$ cat src/rtl/retire_queue_pkg.sv
// Shared types and constants for the retire queue.
// The record stores pc, result and addr at the full 64-bit width; the queue
// zero-extends narrower XLEN values on entry and slices them on exit.
package retire_queue_pkg;

   localparam int unsigned REC_XLEN   = 64;
   localparam logic [31:0] HALT_INSTR = 32'h0005_006b;
   localparam logic [4:0]  X10_REG    = 5'd10;

   typedef struct packed {
      logic [63:0] pc;
      logic [31:0] instr;
      logic        regwrite;
      logic [4:0]  dst;
      logic [63:0] result;
      logic        is_mem;
      logic [63:0] addr;
   } retire_rec_t;

   // A memory access whose selected address bit is clear targets MMIO space.
   function automatic logic rec_is_mmio(input retire_rec_t r, input int unsigned mmio_bit);
      return r.is_mem && (r.addr[mmio_bit] == 1'b0);
   endfunction

endpackage

$ cat src/rtl/retire_lookup.sv
// Forwarding lookup over the queued retire records.
// Entries are walked from oldest to youngest, so a later match overrides an
// earlier one and the youngest writer of lk_addr wins. x0 never hits.
module retire_lookup
   import retire_queue_pkg::*;
#(
   parameter int unsigned DEPTH = 4,
   parameter int unsigned PW    = 2
) (
   input  retire_rec_t [DEPTH-1:0] ents,
   input  logic [PW-1:0]           head,
   input  logic [PW:0]             count,
   input  logic [4:0]              lk_addr,
   output logic                    lk_hit,
   output logic [63:0]             lk_data
);

   logic [PW-1:0] slot;

   // Youngest-first priority match across the valid window head..head+count-1.
   always_comb begin
      lk_hit  = 1'b0;
      lk_data = 64'd0;
      slot    = head;
      for (int i = 0; i < DEPTH; i++) begin
         slot = head + PW'(i);
         if (((PW+1)'(i) < count) && (lk_addr != 5'd0) &&
             ents[slot].regwrite && (ents[slot].dst == lk_addr)) begin
            lk_hit  = 1'b1;
            lk_data = ents[slot].result;
         end else begin
            lk_hit  = lk_hit;
            lk_data = lk_data;
         end
      end
   end

endmodule

$ cat src/rtl/retire_queue.sv
// In-order retire buffer between the memory stage and architectural commit.
// Buffers up to DEPTH completed instructions and drains one per cycle into the
// regfile write port and commit trace. It also serves forwarding lookups and
// keeps retire/cycle counters.
// Optional feature macro: COMMIT_TRAP_EN (halt-trap detection and queue freeze).
module retire_queue
   import retire_queue_pkg::*;
#(
   parameter int unsigned DEPTH    = 4,
   parameter int unsigned XLEN     = 64,
   parameter int unsigned MMIO_BIT = 31
) (
   input  logic            clk,
   input  logic            reset,
   input  logic            in_valid,
   output logic            in_ready,
   input  logic [XLEN-1:0] in_pc,
   input  logic [31:0]     in_instr,
   input  logic            in_regwrite,
   input  logic [4:0]      in_dst,
   input  logic [XLEN-1:0] in_result,
   input  logic            in_is_mem,
   input  logic [XLEN-1:0] in_addr,
   input  logic            drain_en,
   output logic            wvalid,
   output logic [4:0]      wa,
   output logic [XLEN-1:0] wd,
   output logic            commit_valid,
   output logic [XLEN-1:0] commit_pc,
   output logic [31:0]     commit_instr,
   output logic            commit_skip,
   output logic            commit_wen,
   output logic [7:0]      commit_wdest,
   output logic [XLEN-1:0] commit_wdata,
   input  logic [4:0]      lk_addr,
   output logic            lk_hit,
   output logic [XLEN-1:0] lk_data,
   output logic [63:0]     instr_cnt,
   output logic [63:0]     cycle_cnt,
   output logic            trap_valid,
   output logic [2:0]      trap_code
);

   localparam int unsigned PW   = $clog2(DEPTH);
   localparam logic [PW:0] FULL = (PW+1)'(DEPTH);

   retire_rec_t [DEPTH-1:0] mem_q, mem_d;
   logic [PW-1:0] head_q, head_d, tail_q, tail_d;
   logic [PW:0]   count_q, count_d;
   logic          halted_q, halted_d;
   logic [63:0]   instr_cnt_q, instr_cnt_d, cycle_cnt_q, cycle_cnt_d;
   retire_rec_t   head_rec, new_rec;
   logic          push, pop, nonempty;
   logic [63:0]   lk_data_full;

   // Handshake, pop decision and the record offered at the input.
   always_comb begin
      nonempty        = (count_q != (PW+1)'(0));
      in_ready        = (count_q != FULL) && !halted_q;
      push            = in_valid && in_ready;
      pop             = nonempty && drain_en && !halted_q;
      head_rec        = mem_q[head_q];
      new_rec         = '0;
      new_rec.pc      = REC_XLEN'(in_pc);
      new_rec.instr   = in_instr;
      new_rec.regwrite= in_regwrite;
      new_rec.dst     = in_dst;
      new_rec.result  = REC_XLEN'(in_result);
      new_rec.is_mem  = in_is_mem;
      new_rec.addr    = REC_XLEN'(in_addr);
   end

   // Commit trace and regfile write port, driven straight from the head entry.
   always_comb begin
      commit_valid = pop;
      commit_pc    = '0;
      commit_instr = 32'd0;
      commit_skip  = 1'b0;
      commit_wen   = 1'b0;
      commit_wdest = 8'd0;
      commit_wdata = '0;
      wvalid       = 1'b0;
      wa           = 5'd0;
      wd           = '0;
      if (nonempty) begin
         commit_pc    = head_rec.pc[XLEN-1:0];
         commit_instr = head_rec.instr;
         commit_skip  = rec_is_mmio(head_rec, MMIO_BIT);
         commit_wen   = head_rec.regwrite;
         commit_wdest = {3'b000, head_rec.dst};
         commit_wdata = head_rec.result[XLEN-1:0];
         wvalid       = pop && head_rec.regwrite && (head_rec.dst != 5'd0);
         wa           = head_rec.dst;
         wd           = head_rec.result[XLEN-1:0];
      end else begin
         commit_valid = 1'b0;
      end
   end

`ifdef COMMIT_TRAP_EN
   logic [2:0] x10_q, x10_d;
   logic       is_halt;

   // Halt detection. The reported code includes an x10 write retiring in the same cycle.
   always_comb begin
      is_halt = pop && (head_rec.instr == HALT_INSTR);
      x10_d   = x10_q;
      if (wvalid && (wa == X10_REG)) begin
         x10_d = wd[2:0];
      end else begin
         x10_d = x10_q;
      end
      trap_valid = is_halt;
      trap_code  = is_halt ? x10_d : 3'd0;
      halted_d   = halted_q | is_halt;
   end

   // Shadow copy of the low bits of x10 for the trap code.
   always_ff @(posedge clk or posedge reset) begin
      if (reset) begin
         x10_q <= 3'd0;
      end else begin
         x10_q <= x10_d;
      end
   end
`else
   // Trap feature absent: halt retires as an ordinary instruction.
   always_comb begin
      trap_valid = 1'b0;
      trap_code  = 3'd0;
      halted_d   = halted_q;
   end
`endif

   // Next-state for storage, pointers and counters.
   always_comb begin
      mem_d       = mem_q;
      head_d      = head_q;
      tail_d      = tail_q;
      count_d     = count_q;
      if (push) begin
         mem_d[tail_q] = new_rec;
         tail_d        = tail_q + PW'(1);
      end else begin
         tail_d = tail_q;
      end
      if (pop) begin
         head_d = head_q + PW'(1);
      end else begin
         head_d = head_q;
      end
      case ({push, pop})
         2'b10:   count_d = count_q + (PW+1)'(1);
         2'b01:   count_d = count_q - (PW+1)'(1);
         default: count_d = count_q;
      endcase
      instr_cnt_d = instr_cnt_q + (pop ? 64'd1 : 64'd0);
      cycle_cnt_d = cycle_cnt_q + 64'd1;
   end

   // State registers with asynchronous reset.
   always_ff @(posedge clk or posedge reset) begin
      if (reset) begin
         mem_q       <= '0;
         head_q      <= '0;
         tail_q      <= '0;
         count_q     <= '0;
         halted_q    <= 1'b0;
         instr_cnt_q <= 64'd0;
         cycle_cnt_q <= 64'd0;
      end else begin
         mem_q       <= mem_d;
         head_q      <= head_d;
         tail_q      <= tail_d;
         count_q     <= count_d;
         halted_q    <= halted_d;
         instr_cnt_q <= instr_cnt_d;
         cycle_cnt_q <= cycle_cnt_d;
      end
   end

   assign instr_cnt = instr_cnt_q;
   assign cycle_cnt = cycle_cnt_q;
   assign lk_data   = lk_data_full[XLEN-1:0];

   retire_lookup #(
      .DEPTH (DEPTH),
      .PW    (PW)
   ) u_lookup (
      .ents    (mem_q),
      .head    (head_q),
      .count   (count_q),
      .lk_addr (lk_addr),
      .lk_hit  (lk_hit),
      .lk_data (lk_data_full)
   );

endmodule
$ cat config.mk
export PLATFORM = sky130hd
export DESIGN_NAME = retire_queue
export DESIGN_NICKNAME = d
export VERILOG_FILES = /design/src/rtl/retire_queue_pkg.sv /design/src/rtl/retire_lookup.sv /design/src/rtl/retire_queue.sv
export SDC_FILE = /design/constraint.sdc
export NUM_CORES = 2
export LEC_CHECK = 0
export ABC_AREA = 1
export BUFFER_PORTS_ARGS = -buffer_cell sky130_fd_sc_hd__clkbuf_2
export CAP_MARGIN = 20
export CELL_PAD_IN_SITES_DETAIL_PLACEMENT = 1
export CELL_PAD_IN_SITES_GLOBAL_PLACEMENT = 2
export CORE_MARGIN = 5
export CORE_UTILIZATION = 31
export CTS_CLUSTER_DIAMETER = 50
export CTS_CLUSTER_SIZE = 28
export DETAILED_ROUTE_END_ITERATION = 6
export PLACE_DENSITY_LB_ADDON = 0.1
export SYNTH_ARGS = -nofsm -noshare
export SYNTH_HDL_FRONTEND = slang
export SYNTH_HIERARCHICAL = 1
export SYNTH_SLANG_ARGS = --single-unit
$ cat constraint.sdc
create_clock -name clk -period 35.2 [get_ports clk]
set_input_delay 5.28 -clock clk [delete_from_list [all_inputs] [get_ports clk]]
set_output_delay 5.28 -clock clk [all_outputs]
set_load 0.005 [all_outputs]
After elaboration in Yosys (flattened, before gate mapping). Cells that the tools add are included.

Add/sub/neg operators: 8. Bitwise gates (word level): 1. Muxes and demuxes: 30. Reductions and logical operators: 22. Eq/ne operators: 7. Magnitude comparators: 10.

Operators with widths (count): 231-bit binary-select mux with 2-bit select (4); 924-bit bitwise mux (1); 231-bit demux with 2-bit select (1); 231-bit two-way mux (2); 135-bit two-way mux (3); 64-bit two-way mux (6); 64-bit by 1-bit adder with 64-bit output (1); 64-bit by 1-bit adder with 64-bit output, second input constant (1); 32-bit two-way mux (1); 5-bit == test (4); 1-bit logical AND (18); 2-bit by 3-bit less-than comparator with 1-bit output, second input constant (5); 5-bit two-way mux (2); 5-bit nonzero test (2); 1-bit two-way mux (9); 1-bit by 3-bit less-than comparator with 1-bit output, first input constant (2); 2-bit by 3-bit less-than comparator with 1-bit output, first input constant (2); 3-bit one-hot mux with 2 select lines (1); 2-bit by 1-bit adder with 2-bit output, second input constant (2); 2-bit adder, second input constant (2); 3-bit by 1-bit adder with 3-bit output, second input constant (1); 3-bit inequality test, second input constant (1); 3-bit nonzero test (1); 3-bit by 1-bit subtractor with 3-bit output, second input constant (1); 5 further kinds (5).

Output and inout bits: 439. Flip-flop bits (word level): 1059. Input port bits: 240.

Depth between registers and ports, before layout.
Word-level depth: 8. Depth in mapped cells: 17. Depth with buffers taken out: 15.

By module. Netlist, hierarchy kept.

By module, submodules not included: retire_queue (cells an instance 6131, area each 49363.6 µm², instances 1, seq. area each 26500.4 µm²); retire_lookup (cells an instance 1889, area each 9185.1 µm², instances 1, seq. area each 0.0 µm²).

Worst setup path after synthesis. Ideal clock, no wire load.

Kind: input port to output port. From: in lk_addr[4]. To: out lk_data[36]. Arrival: 6454 ps. Path slack: 23466 ps. Stages on the path: 12. Buffers on the path: 2. Required time: 29920 ps. Path through: inv_1 nand3_1 nand2_1 nor2_1 nand2_1 nor2_1 buf_2 buf_2 nand4_1 nand2_1 nand3_1 a21oi_1.

Cells in the longest elaborated chain, start to end: 8. Elaborated cells on any way between the ends: 21. Classes of those cells: 4 x eq/ne; 4 x mux; 13 x reduce/logical.

Ends and longest elaborated chain: start, declared (line retire_queue.sv:35) `input logic [4:0] lk_addr,`; 5-bit nonzero test (line retire_lookup.sv:27) `if (((PW+1)'(i) < count) && (lk_addr != 5'd0) &&`; 1-bit logical AND (2 in a row) (line retire_lookup.sv:27); 1-bit logical AND (line retire_lookup.sv:28) `ents[slot].regwrite && (ents[slot].dst == lk_addr)) begin`; 64-bit two-way mux (3 in a row) (line retire_lookup.sv:27); 64-bit two-way mux (*) (line retire_lookup.sv:27); end, declared (line retire_queue.sv:37) `output logic [XLEN-1:0] lk_data,`.

Every way passes the cells marked *; elsewhere a longest branch is shown, timed or not.

Worst setup path in the final report.
From: in lk_addr[2]. To: out lk_data[25].

Same word-level chain as after synthesis.

==> reports/summary.txt <==
GP Congestion -> 0.825
Area Growth Syn to Fin -> 16.9%
Max Freq -> 71.6 MHz
max-slew violations -> 0
worst path required time -> 29920 ps
startpoint types -> input pin
WL final -> 205000 um
largest net degree at the start of global routing -> 199
IO buf count -> 608
Syn Area/Cell -> 7.02 um^2
final hold violation count -> 0
first-pass GRT wire length -> 311000 um
Final Cycle Share -> 0.397
Core Area -> 156000 um^2
CP Max Fanout -> 40
worst skew pair latency -> 770 ps
# clock sinks -> 807
Worst Path Arrival -> 8680 ps
RSZ-0062 raised after global routing -> false
hold path cells -> 2
hold path endpoint -> mem_q[173]$_DFFE_PP0P_
synth warn -> 6
crit path time final -> 13960 ps
Slew HR -> 0.238
Setup TNS -> 0 ps
CTS tree -> yes
IO Pins -> 679
outcome -> completed
Reg clk slew, reported paths -> 50 ps
Final nets -> 7437
Crit-path slowest cell -> nor2_4
Worst setup EP type -> output port
DR iter-0 viols -> 2261
r2r setup slk -> 31080 ps
Leak -> 26.6 nW
Worst Setup Path Type -> input pin to output port
Worst Hold Class -> flop to flop
Max clock buf depth -> 3
Setup violations, final -> 0
Fillers -> 19600
Vias per Instance -> 5.15
Inserted Clock Buffers -> 145
post_cts resized -> 0
H-tree levels -> 4
worst-case reg-to-reg path depth -> 16
Mapped Area -> 48900 um^2
# rows -> 145
DR vias -> 48300
clock root buffer -> clkbuf_16
drt wl/cell -> 21.9 um
ANT nets after route -> 0
reg2reg end -> instr_cnt[42]$_DFF_PP0_
height of the die -> 407 um
PnR Total Power -> 0.00596 W
Critical Path Max Stage Delay -> 630 ps
Initial Util -> 0.312
gr ovfl total -> 0
worst vdd ir -> 0.0000747 V
Post-DP HPWL -> 127000 um
critical path cell sequence -> clkbuf_2 -> nor2_1 -> nand3_1 -> o21ai_0 -> nor2_1 -> nand2_1 -> nor2_4 -> nand3_4 -> buf_4 -> nand2_1 -> nand3_1 -> a21oi_1 -> clkbuf_2
Post-CTS Hold Buffers -> 0
share of cells above drive strength 1 -> 0.145
Max Cap Violations -> 0
setup bufs post-CTS -> 0
worst hold start -> mem_q[173]$_DFFE_PP0P_
Max Clock Skew -> 32.4 ps
Die X -> 407 um
worst slew pin tran -> 1140 ps
Overall Global Routing Usage -> 0.244
1st-pass router iterations -> 5
number of global-route vias before repair -> 49700
Cells after Synth -> 6958
PD cells -> 104 nW/um^2
worst r2r src -> count_q[2]$_DFFE_PP0P_
initial antenna violation count -> 42
full die area -> 166000 um^2
DRC viols -> 0
==> where the power goes <==
part | internal, W | switching [W] | total [W] | leakage (nW)
Clock | 0.000905 | 0.000530 | 0.00143 | 2.38
Combinational | 0.000888 | 0.00211 | 0.00300 | 14.0
Sequential | 0.00131 | 0.000220 | 0.00153 | 10.2
Total | 0.00310 | 0.00286 | 0.00596 | 26.6
==> through the flow <==
stage	setup slack, ps	area, um^2	utilization	std cells	hold slack, ps
floorplan	7260	48900	-	6964	460
global placement	21260	52200	0.334	9099	474
detailed placement	21210	52200	0.334	9099	482
CTS	21210	57100	0.365	9361	493
global route	21130	57100	0.365	9369	514
finish	21240	57100	0.365	9384	488
==> layout by cell type (no fill, tap or decap), types with 18 or more instances in the layout <==
cell type / instances
a21oi_1: 451
a21oi_2: 100
buf_4: 69
clkbuf_16: 147
clkbuf_2: 608
clkbuf_8: 19
clkinv_2: 28
clkinvlp_4: 18
dfrtp_1: 805
diode_2: 23
inv_1: 489
mux2i_1: 128
nand2_1: 2043
nand3_1: 142
nand4_1: 156
nor2_1: 481
o21ai_0: 1318
o21ai_1: 109
xnor2_1: 46
xor2_1: 24
==> critical path: cells and delay by family <==
family,cells,cell delay (ps)
and+or+nand+nor,8,1940
buffers and inverters,3,930
AOI/OAI and AO/OA,2,510
==> final cells by class <==
class                   instances  area [um^2]  area share
clock buffers                 181         4000      0.0699
well taps                    2058         2570      0.0451
inverters                     499         1920      0.0336
multi-input cells            5056        23900       0.418
clock inverters                81          926      0.0162
flip-flops and latches        807        20200       0.354
diodes                         23         57.6     0.00101
repair buffers                679         3600      0.0630
==> state kept, by name (all words and copies together) (netlist names) <==
signal     count
count_q        3
tail_q         2
instr_cnt     64
mem_q        672
head_q         2
cycle_cnt     64
==> worst max path at each step <==
stage / from / end / slack [ps] / depth (start not counted)
final: lk_addr[2] / lk_data[25] / 21240 / 13
after global routing: lk_addr[2] / lk_data[25] / 21130 / 13
after CTS: lk_addr[0] / lk_data[63] / 21210 / 13
after detailed placement: lk_addr[0] / lk_data[63] / 21210 / 13
after global placement: lk_addr[0] / lk_data[63] / 21260 / 13
after floorplan: reset / count_q[0]$_DFFE_PP0P_ / 7260 / 1
==> layer usage <==
layer	global-route usage	vias up	share of wire	wire length, um
met5	0	-	0.00067	138
met4	0.0743	22	0.029	6040
met3	0.0499	292	0.051	10500
met2	0.403	893	0.46	95400
met1	0.322	24000	0.45	93400
li1	-	23100	-	-
Power figures use the tool's default switching activity.
